==> src/rtl/updown_pkg.sv <==
// ---------------------------------------------------------------------------
// updown_pkg
// Shared definitions for the up/down counter Wishbone controller:
//   - register indices (word offset, adr[4:2])
//   - CTRL register bit positions
//   - bus handshake and sequencer state encodings
//   - byte-lane merge helper used by every writable register
// ---------------------------------------------------------------------------
package updown_pkg;

  localparam logic [2:0] REG_CTRL     = 3'd0;
  localparam logic [2:0] REG_PRESCALE = 3'd1;
  localparam logic [2:0] REG_LIMIT    = 3'd2;
  localparam logic [2:0] REG_LOAD     = 3'd3;
  localparam logic [2:0] REG_COUNT    = 3'd4;
  localparam logic [2:0] REG_STATUS   = 3'd5;

  localparam int CTRL_RUN     = 0;
  localparam int CTRL_UP      = 1;
  localparam int CTRL_ONESHOT = 2;
  localparam int CTRL_IRQ_EN  = 3;

  typedef enum logic {
    BUS_IDLE,
    BUS_ACK
  } bus_state_e;

  typedef enum logic {
    SEQ_STOP,
    SEQ_RUN
  } seq_state_e;

  // Replace only the byte lanes selected by sel; other lanes keep old data.
  function automatic logic [31:0] byte_merge(input logic [31:0] old,
                                             input logic [31:0] wdat,
                                             input logic [3:0]  sel);
    logic [31:0] r;
    r = old;
    for (int i = 0; i < 4; i++) begin
      if (sel[i]) r[8*i +: 8] = wdat[8*i +: 8];
    end
    return r;
  endfunction

endpackage

==> src/rtl/updown_wb_ctrl_if.sv <==
// ---------------------------------------------------------------------------
// updown_wb_ctrl_if
// Wishbone-classic slave bundle between the management SoC and the counter
// controller. Signal names follow the user-project wrapper so the wiring in
// user_proj_example stays one-to-one.
//   master : drives cyc/stb/we/sel/adr/dat_i, receives ack/dat_o
//   slave  : the reverse
// ---------------------------------------------------------------------------
interface updown_wb_ctrl_if;

  logic        wbs_cyc_i;
  logic        wbs_stb_i;
  logic        wbs_we_i;
  logic [3:0]  wbs_sel_i;
  logic [31:0] wbs_adr_i;
  logic [31:0] wbs_dat_i;
  logic        wbs_ack_o;
  logic [31:0] wbs_dat_o;

  modport master (
    output wbs_cyc_i, wbs_stb_i, wbs_we_i, wbs_sel_i, wbs_adr_i, wbs_dat_i,
    input  wbs_ack_o, wbs_dat_o
  );

  modport slave (
    input  wbs_cyc_i, wbs_stb_i, wbs_we_i, wbs_sel_i, wbs_adr_i, wbs_dat_i,
    output wbs_ack_o, wbs_dat_o
  );

endinterface

==> src/rtl/updown_prescaler.sv <==
// ---------------------------------------------------------------------------
// updown_prescaler
// Free-running divider for the counter step rate. Counts 0..presc while en
// is high and flags the terminal cycle on wrap; wraps back to 0 afterwards.
//   clk, rst_n : clock, synchronous active-low reset
//   en         : count enable (sequencer running)
//   clr        : force count to 0 on the next edge (priority over en)
//   presc      : terminal count, one wrap every presc+1 enabled cycles
//   wrap       : combinational, high in the cycle where count == presc
// ---------------------------------------------------------------------------
module updown_prescaler #(
  parameter int unsigned PRESC_W = 16
) (
  input  logic               clk,
  input  logic               rst_n,
  input  logic               en,
  input  logic               clr,
  input  logic [PRESC_W-1:0] presc,
  output logic               wrap
);

  logic [PRESC_W-1:0] cnt;

  assign wrap = en && (cnt == presc);

  always_ff @(posedge clk) begin
    if (!rst_n) begin
      cnt <= '0;
    end else if (clr) begin
      cnt <= '0;
    end else if (en) begin
      cnt <= wrap ? '0 : cnt + 1'b1;
    end
  end

endmodule

==> src/rtl/updown_wb_ctrl.sv <==
// ---------------------------------------------------------------------------
// updown_wb_ctrl
// Wishbone-classic slave that configures and sequences the up/down counter.
// Holds CTRL / PRESCALE / LIMIT / LOAD, reads back the counter value, emits
// step / direction / load strobes and raises a level interrupt when a
// one-shot count reaches its terminal value.
//   wb_clk_i, wb_rst_ni : clock, synchronous active-low reset
//   wb                  : Wishbone slave bundle (updown_wb_ctrl_if.slave)
//   cnt_val_i           : current counter value
//   cnt_step_o          : one-cycle step strobe
//   cnt_up_o            : direction, 1 = increment
//   cnt_load_o          : one-cycle load strobe
//   cnt_load_val_o      : value to load, held until the next load
//   irq_o               : done & irq_en, registered (user_irq[0])
// ---------------------------------------------------------------------------
module updown_wb_ctrl
  import updown_pkg::*;
#(
  parameter int unsigned WIDTH     = 16,
  parameter int unsigned PRESC_W   = 16,
  parameter logic [31:0] BASE_ADDR = 32'h3000_0000
) (
  input  logic             wb_clk_i,
  input  logic             wb_rst_ni,
  updown_wb_ctrl_if.slave  wb,
  input  logic [WIDTH-1:0] cnt_val_i,
  output logic             cnt_step_o,
  output logic             cnt_up_o,
  output logic             cnt_load_o,
  output logic [WIDTH-1:0] cnt_load_val_o,
  output logic             irq_o
);

  bus_state_e bus_state, bus_next;
  seq_state_e seq_state, seq_next;

  logic [3:0]         ctrl;
  logic [PRESC_W-1:0] prescale;
  logic [WIDTH-1:0]   limit;
  logic [WIDTH-1:0]   load_val;
  logic               done;
  logic               load_q;
  logic               irq_q;
  logic [31:0]        rdat_q;
  logic [31:0]        rdata;

  logic       hit, accept, wr;
  logic [2:0] reg_idx;
  logic       wr_ctrl, wr_presc, wr_limit, wr_load, wr_status;
  logic       load_fire, w1c_done, run_set, run_clr;
  logic       wrap, at_term, step_slot, terminal;
  logic       unused_adr;

  // adr[1:0] are byte offsets inside a word; lanes are selected by sel.
  assign unused_adr = ^wb.wbs_adr_i[1:0];

  // ---- bus decode --------------------------------------------------------
  assign hit     = wb.wbs_cyc_i && wb.wbs_stb_i &&
                   (wb.wbs_adr_i[31:5] == BASE_ADDR[31:5]);
  // A strobe held through the ACK cycle is not sampled again.
  assign accept  = (bus_state == BUS_IDLE) && hit;
  assign wr      = accept && wb.wbs_we_i;
  assign reg_idx = wb.wbs_adr_i[4:2];

  assign wr_ctrl   = wr && (reg_idx == REG_CTRL);
  assign wr_presc  = wr && (reg_idx == REG_PRESCALE);
  assign wr_limit  = wr && (reg_idx == REG_LIMIT);
  assign wr_load   = wr && (reg_idx == REG_LOAD);
  assign wr_status = wr && (reg_idx == REG_STATUS);

  assign load_fire = wr_load && (|wb.wbs_sel_i);
  assign w1c_done  = wr_status && wb.wbs_sel_i[0] && wb.wbs_dat_i[0];
  assign run_set   = wr_ctrl && wb.wbs_sel_i[0] && wb.wbs_dat_i[CTRL_RUN];
  assign run_clr   = wr_ctrl && wb.wbs_sel_i[0] && !wb.wbs_dat_i[CTRL_RUN];

  always_comb begin
    rdata = '0;
    case (reg_idx)
      REG_CTRL:     rdata = 32'(ctrl);
      REG_PRESCALE: rdata = 32'(prescale);
      REG_LIMIT:    rdata = 32'(limit);
      REG_COUNT:    rdata = 32'(cnt_val_i);
      REG_STATUS:   rdata = {31'd0, done};
      default:      rdata = '0;
    endcase
  end

  // ---- bus handshake FSM -------------------------------------------------
  always_ff @(posedge wb_clk_i) begin
    if (!wb_rst_ni) bus_state <= BUS_IDLE;
    else            bus_state <= bus_next;
  end

  always_comb begin
    bus_next = bus_state;
    case (bus_state)
      BUS_IDLE: if (hit) bus_next = BUS_ACK;
      BUS_ACK:  bus_next = BUS_IDLE;
      default:  bus_next = BUS_IDLE;
    endcase
  end

  // Read data is captured on the accepting edge and zeroed outside ACK.
  always_ff @(posedge wb_clk_i) begin
    if (!wb_rst_ni)                  rdat_q <= '0;
    else if (accept && !wb.wbs_we_i) rdat_q <= rdata;
    else                             rdat_q <= '0;
  end

  assign wb.wbs_ack_o = (bus_state == BUS_ACK);
  assign wb.wbs_dat_o = rdat_q;

  // ---- sequencer ---------------------------------------------------------
  updown_prescaler #(
    .PRESC_W (PRESC_W)
  ) u_prescaler (
    .clk   (wb_clk_i),
    .rst_n (wb_rst_ni),
    .en    (seq_state == SEQ_RUN),
    .clr   ((seq_state == SEQ_STOP) || load_q),
    .presc (prescale),
    .wrap  (wrap)
  );

  assign at_term = ctrl[CTRL_UP] ? (cnt_val_i == limit) : (cnt_val_i == '0);

  // A wrap is a would-be step unless a load strobe or a run-clear write
  // claims the cycle.
  assign step_slot  = wrap && !load_q && !run_clr;
  assign terminal   = step_slot && ctrl[CTRL_ONESHOT] && at_term;
  assign cnt_step_o = step_slot && !terminal;

  always_ff @(posedge wb_clk_i) begin
    if (!wb_rst_ni) seq_state <= SEQ_STOP;
    else            seq_state <= seq_next;
  end

  always_comb begin
    seq_next = seq_state;
    case (seq_state)
      SEQ_STOP: if (run_set) seq_next = SEQ_RUN;
      SEQ_RUN:  if (run_clr || terminal) seq_next = SEQ_STOP;
      default:  seq_next = SEQ_STOP;
    endcase
  end

  // ---- register file -----------------------------------------------------
  always_ff @(posedge wb_clk_i) begin
    if (!wb_rst_ni) begin
      ctrl     <= '0;
      prescale <= '0;
      limit    <= '0;
      load_val <= '0;
      done     <= 1'b0;
      load_q   <= 1'b0;
      irq_q    <= 1'b0;
    end else begin
      load_q <= load_fire;
      irq_q  <= done && ctrl[CTRL_IRQ_EN];
      if (wr_ctrl)
        ctrl <= 4'(byte_merge(32'(ctrl), wb.wbs_dat_i, wb.wbs_sel_i));
      // Terminal event overrides a coincident CTRL write of the run bit.
      if (terminal)
        ctrl[CTRL_RUN] <= 1'b0;
      if (wr_presc)
        prescale <= PRESC_W'(byte_merge(32'(prescale), wb.wbs_dat_i, wb.wbs_sel_i));
      if (wr_limit)
        limit <= WIDTH'(byte_merge(32'(limit), wb.wbs_dat_i, wb.wbs_sel_i));
      if (wr_load)
        load_val <= WIDTH'(byte_merge(32'(load_val), wb.wbs_dat_i, wb.wbs_sel_i));
      // Set wins over write-1-to-clear and over a load's clear.
      if (terminal)                  done <= 1'b1;
      else if (w1c_done || load_fire) done <= 1'b0;
    end
  end

  assign cnt_up_o       = ctrl[CTRL_UP];
  assign cnt_load_o     = load_q;
  assign cnt_load_val_o = load_val;
  assign irq_o          = irq_q;

endmodule

==> src/flat_wrapper.sv <==
// flat-port wrapper written by rule: the top's interface ports become plain ports
module updown_wb_ctrl_flat import updown_pkg::*;
#(
  parameter int unsigned WIDTH     = 16,
  parameter int unsigned PRESC_W   = 16,
  parameter logic [31:0] BASE_ADDR = 32'h3000_0000
)
  (wb_clk_i, wb_rst_ni, cnt_val_i, cnt_step_o, cnt_up_o, cnt_load_o, cnt_load_val_o, irq_o, wb_wbs_cyc_i, wb_wbs_stb_i, wb_wbs_we_i, wb_wbs_sel_i, wb_wbs_adr_i, wb_wbs_dat_i, wb_wbs_ack_o, wb_wbs_dat_o);
  updown_wb_ctrl_if wb_i ();
  input  logic wb_clk_i;
  input  logic wb_rst_ni;
  input  logic [WIDTH-1:0] cnt_val_i;
  output logic cnt_step_o;
  output logic cnt_up_o;
  output logic cnt_load_o;
  output logic [WIDTH-1:0] cnt_load_val_o;
  output logic irq_o;
  input wire logic [$bits(wb_i.wbs_cyc_i)-1:0] wb_wbs_cyc_i;
  input wire logic [$bits(wb_i.wbs_stb_i)-1:0] wb_wbs_stb_i;
  input wire logic [$bits(wb_i.wbs_we_i)-1:0] wb_wbs_we_i;
  input wire logic [$bits(wb_i.wbs_sel_i)-1:0] wb_wbs_sel_i;
  input wire logic [$bits(wb_i.wbs_adr_i)-1:0] wb_wbs_adr_i;
  input wire logic [$bits(wb_i.wbs_dat_i)-1:0] wb_wbs_dat_i;
  output wire logic [$bits(wb_i.wbs_ack_o)-1:0] wb_wbs_ack_o;
  output wire logic [$bits(wb_i.wbs_dat_o)-1:0] wb_wbs_dat_o;
  assign wb_i.wbs_cyc_i = wb_wbs_cyc_i;
  assign wb_i.wbs_stb_i = wb_wbs_stb_i;
  assign wb_i.wbs_we_i = wb_wbs_we_i;
  assign wb_i.wbs_sel_i = wb_wbs_sel_i;
  assign wb_i.wbs_adr_i = wb_wbs_adr_i;
  assign wb_i.wbs_dat_i = wb_wbs_dat_i;
  assign wb_wbs_ack_o = wb_i.wbs_ack_o;
  assign wb_wbs_dat_o = wb_i.wbs_dat_o;
  updown_wb_ctrl #(.WIDTH(WIDTH), .PRESC_W(PRESC_W), .BASE_ADDR(BASE_ADDR)) u_core (.wb_clk_i(wb_clk_i), .wb_rst_ni(wb_rst_ni), .wb(wb_i), .cnt_val_i(cnt_val_i), .cnt_step_o(cnt_step_o), .cnt_up_o(cnt_up_o), .cnt_load_o(cnt_load_o), .cnt_load_val_o(cnt_load_val_o), .irq_o(irq_o));
endmodule
==> config.mk <==
export PLATFORM = sky130hd
export DESIGN_NAME = updown_wb_ctrl_flat
export DESIGN_NICKNAME = d
export VERILOG_FILES = /design/src/rtl/updown_pkg.sv /design/src/rtl/updown_wb_ctrl_if.sv /design/src/rtl/updown_prescaler.sv /design/src/rtl/updown_wb_ctrl.sv /design/src/flat_wrapper.sv
export SDC_FILE = /design/constraint.sdc
export NUM_CORES = 1
export LEC_CHECK = 0
export CAP_MARGIN = 20
export CORE_MARGIN = 2
export CORE_UTILIZATION = 30
export DETAILED_ROUTE_END_ITERATION = 6
export PLACE_DENSITY = 0.65
export SLEW_MARGIN = 5
export SYNTH_ARGS = -nofsm -noshare
export SYNTH_HDL_FRONTEND = slang
export SYNTH_SLANG_ARGS = --single-unit
==> constraint.sdc <==
create_clock -name wb_clk_i -period 3.8 [get_ports wb_clk_i]
set_input_delay 0.57 -clock wb_clk_i [delete_from_list [all_inputs] [get_ports wb_clk_i]]
set_output_delay 0.57 -clock wb_clk_i [all_outputs]
set_load 0.005 [all_outputs]
==> impl_metrics.env, run 1 <==
export IMPL_async_flop_share_pct=0
export IMPL_ctsHoldBuffers=0
export IMPL_hold_class="flop to flop"
export IMPL_synth_seq_cells=89
export IMPL_ys_flop_type="dfxtp_1"
export IMPL_grt_pass1_wl_um=18800
export IMPL_yosysSeqAreaShare_pct=40.5
export IMPL_muxShareOfSynthArea_pct=13.5
export IMPL_sw_frac_of_total_pct=22.7
export IMPL_setup_tns_ns=0
export IMPL_syn_avg_cell_area_um2=9.41
export IMPL_gp_congestion=0.888
export IMPL_io_pin_count=142
export IMPL_cts_tree="done"
export IMPL_wl_met2_um=5860
export IMPL_met1_length_um=5130
export IMPL_first_iter_violations=296
export IMPL_synth_cell_area_um2=4390
export IMPL_cts_max_level=3
export IMPL_n_antenna_cell=0
export IMPL_irDropWorstVdd_uv=228
export IMPL_fmax_mhz=280
export IMPL_grt_max_degree=56
export IMPL_tightest_slew_ns=0.901
export IMPL_stdcell_count=761
export IMPL_dieArea_um2=15600
export IMPL_numClockSinks=89
export IMPL_die_y_um=125
export IMPL_seqPwrFrac_pct=48.5
export IMPL_fin_nets=664
export IMPL_worst_setup_path_start_kind="input pin"
export IMPL_r2r_setup_slack_ns=1.71
export IMPL_end_kind="output port"
export IMPL_slew_violations=0
export IMPL_postCtsSetupBuffers=0
export IMPL_ant_nets=0
export IMPL_worstSetupPathType="input pin to output port"
export IMPL_synth_fa_ha_area_share_pct=0.285
export IMPL_avgRoutedWirePerCell_um=15.5
export IMPL_synth_compound_area_share_pct=5.92
export IMPL_finalSetupViolCount=0
export IMPL_first_pass_iters=4
export IMPL_antenna_found_initial=0
export IMPL_crit_fanout=3
export IMPL_top_layer="met4"
export IMPL_drc=0
export IMPL_cts_resized=0
export IMPL_clockBufferDepth=2
export IMPL_initial_core_util_pct=30.5
export IMPL_core_area_um2=14400
export IMPL_synth_edff_count=0
export IMPL_synth_top_family_by_area="simple AND/OR/NAND/NOR gates"
export IMPL_grt_util_all_layers_pct=15.0
export IMPL_synth_xor_xnor_area_share_pct=8.97
export IMPL_final_cell_mix="107 x nor2_1, 107 x clkdlybuf4s50_1, 89 x dfxtp_1, 56 x mux2i_1, 36 x xor2_1"
export IMPL_synth_simple_area_share_pct=26.0
export IMPL_p_switching_mw=0.436
export IMPL_clkSlewWorstSetupHoldPaths_ns=0.06
export IMPL_drv_cap=0
export IMPL_drt_total_wl_um=11800
export IMPL_cts_buffers=9
export IMPL_synth_distinct_cells=47
export IMPL_yosys_warnings=0
export IMPL_dp_hpwl_um=9280
export IMPL_root_buffer="clkbuf_16"
export IMPL_syn2layout_area_growth_pct=34.1
export IMPL_hold_viol=0
export IMPL_placed_cells_incl_taps=747
export IMPL_met3_length_um=547
export IMPL_die_w_um=125
export IMPL_gr_total_overflow=0
export IMPL_clock_latency_ns=0.34
export IMPL_finalClockSkew_ns=0.00605
export IMPL_layout_drive_gt1_share_pct=7.45
export IMPL_period_needed_ns=3.57
export IMPL_finish_utilization_pct=40.9
export IMPL_synthCells=467
export IMPL_viasPerCell=4.88
export IMPL_relSlewSlack_pct=39.9
export IMPL_clock_power_share_pct=42.8
export IMPL_grt_pass1_vias=3580
export IMPL_crit_arrival_ns=3.00
export IMPL_internal_power_mw=1.49
export IMPL_fillerInstances=1380
export IMPL_fin_crit_sh_pct=94.0
export IMPL_fp_row_count=44
export IMPL_pwr_share_comb_pct=8.8
export IMPL_power_density_nw_per_um2=327
export IMPL_status="complete, no violations"
export IMPL_rsz0062_at_grt="no"
export IMPL_port_buffers=107
export IMPL_p_leak_nw=2.09
export IMPL_vias=3711
export IMPL_critPathRequiredTime_ns=3.23
[path summary, 6_finish.rpt]
| kind | from | to | cells after the start |
|---|---|---|---|
| max reg2reg | u_core.wb.wbs_ack_o$_SDFF_PP0_ | u_core.cnt_load_val_o[8]$_SDFFE_PN0P_ | 6 |
| min reg2reg | u_core.u_prescaler.cnt[0]$_SDFFE_PP0P_ | u_core.u_prescaler.cnt[0]$_SDFFE_PP0P_ | 1 |
| max | cnt_val_i[15] | cnt_step_o | 8 |
| min | u_core.u_prescaler.cnt[0]$_SDFFE_PP0P_ | u_core.u_prescaler.cnt[0]$_SDFFE_PP0P_ | 1 |
[cells by family (layout without fill, tap and decap cells)]
logic type,after synthesis,count (layout)
simple gates,196,196
flops,89,89
mux,58,58
xor+xnor,45,45
buf+inv,39,134
compound gates,38,38
fa+ha+maj,1,1
other cells,1,16
[registers in the layout, indices dropped and copies added (netlist names)]
register and count:
u_core.cnt_load_val_o 16, u_core.limit 16, u_core.ctrl 4, u_core.seq_state 1
u_core.done 1, u_core.prescale 16, u_core.irq_o 1, u_core.wb.wbs_dat_o 16
u_core.cnt_load_o 1, u_core.u_prescaler.cnt 16, u_core.wb.wbs_ack_o 1
[Yosys cell counts (2+ instances only)]
cell | number | area, µm²
nor2_1 | 107 | 402
dfxtp_1 | 89 | 1780
mux2i_1 | 56 | 561
xor2_1 | 36 | 315
clkbuf_1 | 17 | 63.8
buf_4 | 16 | 120
nor4_1 | 12 | 75.1
nand2_1 | 11 | 41.3
nor3_1 | 11 | 55.1
a21oi_1 | 10 | 50.1
a22oi_1 | 10 | 75.1
nor2b_1 | 10 | 62.6
nand4_1 | 9 | 56.3
nor4_4 | 9 | 191
xnor2_1 | 9 | 78.8
nand3_1 | 7 | 35.0
a31oi_1 | 5 | 31.3
inv_1 | 4 | 15.0
a2bb2oi_1 | 3 | 26.3
a211oi_1 | 2 | 15.0
a221oi_1 | 2 | 17.5
nand3b_1 | 2 | 15.0
nand4_4 | 2 | 42.5
nor4_2 | 2 | 25.0
nor4b_4 | 2 | 47.6
o21ai_0 | 2 | 10.0
or2_2 | 2 | 12.5
[power by group through the flow]
stage                     Sequential, mW  Combinational (mW)  Clock (mW)
final                              0.933               0.169       0.823
after global routing               0.932               0.179       0.870
after CTS                          0.933               0.168       0.836
after detailed placement           0.954               0.167           0
after global placement             0.954               0.165           0
after floorplan                    0.954              0.0688           0
[metrics by stage]
stage          setup WS [ns]  total power [mW]  area, µm²  hold slack (ns)
6_report               0.229              1.92       5890            0.482
5_1_grt                0.197              1.98       5890            0.504
4_1_cts                0.220              1.94       5890            0.483
3_5_place_dp           0.246              1.12       5620            0.471
3_3_place_gp           0.293              1.12       5620            0.457
2_1_floorplan           1.56              1.02       4450            0.441
[area by class of cell]
cell class	count	area (µm²)	share of cell area, %
multi-input cells	354	2460	41.8
flip-flops and latches	89	1780	30.2
repair buffers	115	1130	19.2
clock buffers	11	253	4.29
well taps	184	230	3.91
inverters	5	18.8	0.318
clock inverters	3	17.5	0.297
[critical path, stage by stage]
cell	delay [ns]
clkdlybuf4s50_1	0.49
xor2_1	0.20
nor4_1	0.31
nand4_1	0.13
o41ai_1	0.56
buf_4	0.23
nor3b_1	0.05
clkdlybuf4s50_1	0.47
[metal layers]
layer	global-route usage (%)	up-vias
met2	25.4	107
met3	3.42	19
li1	-	1826
met1	18.4	1759
met5	0	-
met4	5.75	0
(Power assumes the default switching activity.)
==> run 2, diff against run 1 <==
Settings changed: CORE_MARGIN 2 to not set, CTS_CLUSTER_DIAMETER set to 200, RECOVER_POWER set to 25.
==> impl_metrics.env, run 2 (synthesis gave the netlist of run 1 again) <==
export IMPL_status="complete, no violations"
export IMPL_crit_fanout=3
export IMPL_met3_length_um=660
export IMPL_irDropWorstVdd_uv=213
export IMPL_final_cell_mix="107 x nor2_1, 89 x dfxtp_1, 76 x clkdlybuf4s50_1, 56 x mux2i_1, 36 x xor2_1"
export IMPL_tightest_slew_ns=0.927
export IMPL_hold_class="flop to flop"
export IMPL_top_layer="met4"
export IMPL_fillerInstances=1334
export IMPL_critPathRequiredTime_ns=3.23
export IMPL_clockBufferDepth=2
export IMPL_cts_tree="done"
export IMPL_seq_area_um2=1780
export IMPL_drv_cap=0
export IMPL_multi_input_area_um2=2460
export IMPL_die_y_um=123
export IMPL_antenna_found_initial=0
export IMPL_grt_pass1_wl_um=18700
export IMPL_clkSlewWorstSetupHoldPaths_ns=0.06
export IMPL_vias=3643
export IMPL_die_w_um=123
export IMPL_dieArea_um2=15100
export IMPL_power_density_nw_per_um2=343
export IMPL_grt_pass1_vias=3526
export IMPL_numClockSinks=89
export IMPL_n_antenna_cell=0
export IMPL_fmax_mhz=290
export IMPL_hold_viol=0
export IMPL_first_iter_violations=224
export IMPL_grt_util_all_layers_pct=16.3
export IMPL_fp_row_count=43
export IMPL_ant_nets=0
export IMPL_final_common_cell="nor2_1"
export IMPL_cts_buffers=9
export IMPL_placed_cell_area_um2=5610
export IMPL_fin_crit_sh_pct=90.8
export IMPL_gr_total_overflow=0
export IMPL_first_pass_iters=5
export IMPL_fin_nets=663
export IMPL_ctsHoldBuffers=0
export IMPL_relSlewSlack_pct=38.1
export IMPL_final_area_um2=5940
export IMPL_cts_resized=0
export IMPL_worst_setup_path_start_kind="input pin"
export IMPL_period_needed_ns=3.45
export IMPL_met1_length_um=5190
export IMPL_cts_max_level=3
export IMPL_avgRoutedWirePerCell_um=15.7
export IMPL_finalClockSkew_ns=0.00640
export IMPL_initial_core_util_pct=31.2
export IMPL_root_buffer="clkbuf_16"
export IMPL_dp_hpwl_um=9400
export IMPL_syn2layout_area_growth_pct=35.1
export IMPL_worstSetupPathType="input pin to output port"
export IMPL_layout_drive_gt1_share_pct=7.61
export IMPL_finalSetupViolCount=0
export IMPL_viasPerCell=4.81
export IMPL_core_area_um2=14100
export IMPL_postCtsSetupBuffers=0
export IMPL_wl_met2_um=5990
export IMPL_rsz0062_at_grt="no"
export IMPL_p_leak_nw=2.22
export IMPL_port_buffers=107
export IMPL_clock_latency_ns=0.33
export IMPL_setup_tns_ns=0
export IMPL_grt_max_degree=56
export IMPL_drc=0
export IMPL_gp_congestion=0.844
export IMPL_end_kind="output port"
export IMPL_crit_arrival_ns=2.88
export IMPL_io_pin_count=142
export IMPL_slew_violations=0
export IMPL_drt_total_wl_um=11900
run 2: cell types whose count changed in the layout (fill, tap and decap cells not counted), sizes merged:
cell / before / now
clkdlybuf4s50: 107 / 76
dlygate4sd3: 0 / 31
clkbuf: 11 / 13
buf: 8 / 7
bufinv: 0 / 1
clkinv: 2 / 1
run 2: worst paths after layout:
check                           cells after the start                                      to  slack [ns]                                   start
worst max-delay path                                8                              cnt_step_o        0.35                           cnt_val_i[13]
worst max register to register                      6         u_core.prescale[9]$_SDFFE_PN0P_        1.60          u_core.wb.wbs_ack_o$_SDFF_PP0_
worst min register to register                      1  u_core.u_prescaler.cnt[0]$_SDFFE_PP0P_        0.48  u_core.u_prescaler.cnt[0]$_SDFFE_PP0P_
worst min-delay path                                1  u_core.u_prescaler.cnt[0]$_SDFFE_PP0P_        0.48  u_core.u_prescaler.cnt[0]$_SDFFE_PP0P_
run 2: layer usage:
| metal | vias up | track usage, % |
|---|---|---|
| met5 | - | 0 |
| met4 | 0 | 4.59 |
| met3 | 8 | 2.95 |
| met2 | 107 | 28.1 |
| met1 | 1715 | 20.8 |
| li1 | 1813 | - |
run 2: report_power, final:
part           total [mW]    switching, mW  internal [mW]
Combinational       0.169           0.0831         0.0855
Clock               0.935            0.352          0.582
Sequential          0.933  0.0000000000824          0.933
Total                2.04            0.436           1.60
run 2: area by class of cell:
type / instances / share of cell area, %
Tap cell: 180 / 3.79
Multi-Input combinational cell: 354 / 41.5
Clock buffer: 13 / 4.72
Clock inverter: 3 / 0.780
Sequential cell: 89 / 30.0
Timing Repair Buffer: 114 / 18.9
Inverter: 5 / 0.316
run 2: worst max-delay path, cell delays in order:
cell and delay (ns):
clkdlybuf4s50_1 0.47, or4b_2 0.65, nor3_1 0.18, nand4_1 0.14
o41ai_1 0.14, buf_4 0.21, nor3b_1 0.05, clkdlybuf4s50_1 0.48
run 2: per-stage QoR:
step	total power, mW	hold WS, ns	utilization [%]	cells	setup slack [ns]
final	2.04	0.476	42.1	758	0.351
after global routing	2.12	0.501	42.1	758	0.248
after CTS	2.06	0.480	42.1	758	0.357
after detailed placement	1.12	0.468	39.8	742	0.374
after global placement	1.12	0.455	39.8	742	0.370
after floorplan	1.02	0.441	-	482	1.56
==> run 3, diff against run 2 <==
Settings changed: PLACE_DENSITY 0.65 to 0.62, TNS_END_PERCENT set to 5.
==> impl_metrics.env, run 3 (synthesis gave the netlist of run 1 again) <==
export IMPL_postCtsSetupBuffers=0
export IMPL_relSlewSlack_pct=39.1
export IMPL_period_needed_ns=3.59
export IMPL_placed_cell_area_um2=5600
export IMPL_initial_core_util_pct=31.2
export IMPL_use_met2_pct=27.1
export IMPL_placed_cells_incl_taps=740
export IMPL_first_iter_violations=171
export IMPL_preCtsSetupSlack_ns=0.232
export IMPL_cts_buffers=9
export IMPL_dieArea_um2=15100
export IMPL_met1_usage_pct=20.4
export IMPL_grt_pass1_wl_um=18300
export IMPL_final_common_cell="nor2_1"
export IMPL_finalClockSkew_ns=0.00705
export IMPL_fin_nets=661
export IMPL_viasPerCell=4.75
export IMPL_setup_tns_ns=0
export IMPL_port_buffers=107
export IMPL_final_area_um2=5920
export IMPL_cp_common_cell="clkdlybuf4s50_1"
export IMPL_critPathRequiredTime_ns=3.23
export IMPL_finalSetupViolCount=0
export IMPL_die_y_um=123
export IMPL_power_density_nw_per_um2=348
export IMPL_report_power_total_mw=2.06
export IMPL_syn2layout_area_growth_pct=34.7
export IMPL_grt_busiest_layer="met2"
export IMPL_startpoint="cnt_val_i[15]"
export IMPL_cts_tree="done"
export IMPL_clockBufferDepth=2
export IMPL_worst_setup_path_start_kind="input pin"
export IMPL_io_pin_count=142
export IMPL_slowest_stage="o41ai_1"
export IMPL_dp_hpwl_um=9170
export IMPL_drc=0
export IMPL_avgRoutedWirePerCell_um=15.2
export IMPL_tightest_slew_ns=0.912
export IMPL_final_cell_mix="107 x nor2_1, 89 x dfxtp_1, 76 x clkdlybuf4s50_1, 56 x mux2i_1, 36 x xor2_1"
export IMPL_ctsHoldBuffers=0
export IMPL_cts_max_level=3
export IMPL_vias=3593
export IMPL_gp_congestion=0.858
export IMPL_clkSlewWorstSetupHoldPaths_ns=0.06
export IMPL_grt_max_degree=56
export IMPL_first_pass_iters=7
export IMPL_stdcell_count=756
export IMPL_fin_crit_sh_pct=94.5
export IMPL_hold_viol=0
export IMPL_fin_ws_ns=0.211
export IMPL_ant_nets=0
export IMPL_grt_util_all_layers_pct=16.0
export IMPL_numClockSinks=89
export IMPL_slew_violations=0
export IMPL_cp_buffers_inverters=2
export IMPL_core_area_um2=14100
export IMPL_crit_family="buffers and inverters"
export IMPL_r2r_start="u_core.wb.wbs_ack_o$_SDFF_PP0_"
export IMPL_hold_class="flop to flop"
export IMPL_drt_total_wl_um=11500
export IMPL_layout_drive_gt1_share_pct=6.94
export IMPL_cts_resized=0
export IMPL_fp_row_count=43
export IMPL_clock_latency_ns=0.34
export IMPL_worstHoldStart="u_core.u_prescaler.cnt[0]$_SDFFE_PP0P_"
export IMPL_grt_pass1_vias=3529
export IMPL_worstSetupPathType="input pin to output port"
export IMPL_irDropWorstVdd_uv=228
export IMPL_status="complete, no violations"
export IMPL_gr_total_overflow=0
export IMPL_crit_path_max_incr_delay_ns=0.68
export IMPL_antenna_found_initial=0
export IMPL_rsz0062_at_grt="no"
export IMPL_n_antenna_cell=0
export IMPL_end_kind="output port"
export IMPL_cp_cell_sequence="clkdlybuf4s50_1 -> xor2_1 -> nor4_1 -> nand4_1 -> o41ai_1 -> nor3b_1 -> clkdlybuf4s50_1"
export IMPL_p_leak_nw=2.21
export IMPL_root_buffer="clkbuf_16"
export IMPL_crit_fanout=3
export IMPL_fmax_mhz=279
export IMPL_drv_cap=0
export IMPL_crit_arrival_ns=3.02
export IMPL_use_met3_pct=2.81
export IMPL_die_w_um=123
[run 3: final timing paths]
check	end	slack, ns	cells past startpoint
setup / recovery	cnt_step_o	0.21	7
hold / removal	u_core.u_prescaler.cnt[0]$_SDFFE_PP0P_	0.48	1
setup reg to reg	u_core.wb.wbs_dat_o[15]$_SDFF_PN0_	1.65	5
hold reg to reg	u_core.u_prescaler.cnt[0]$_SDFFE_PP0P_	0.48	1
[run 3: layout make-up]
type / count / area, µm²
clock inverters: 4 / 76.3
repair buffers: 112 / 1110
clock buffers: 12 / 246
multi-input cells: 354 / 2460
well taps: 180 / 225
flip-flops and latches: 89 / 1780
inverters: 5 / 18.8
fillers: 1359 / 8180
[run 3: where the power goes]
part           total, mW  internal [mW]    switching, mW
combinational      0.168         0.0861           0.0815
sequential         0.933          0.933  0.0000000000856
clock              0.960          0.596            0.364
[run 3: worst reg2reg max path, cell delays in order (launching register included)]
cell      delay, ns
dfxtp_1        0.33
nor4_4         0.18
nand4_4        0.30
nor2_1         0.32
nand4b_1       0.56
nor3_1         0.37
[run 3: metrics by stage]
stage	hold slack, ns	utilization (%)
2_1_floorplan	0.441	-
3_3_place_gp	0.456	39.7
3_5_place_dp	0.468	39.7
4_1_cts	0.480	42.0
5_1_grt	0.511	42.0
6_report	0.479	42.0
[run 3: layer usage]
metal	vias to the layer above	routed length, µm
met5	-	0
met4	0	164
met3	12	396
met2	74	5620
met1	1687	5340
li1	1820	-
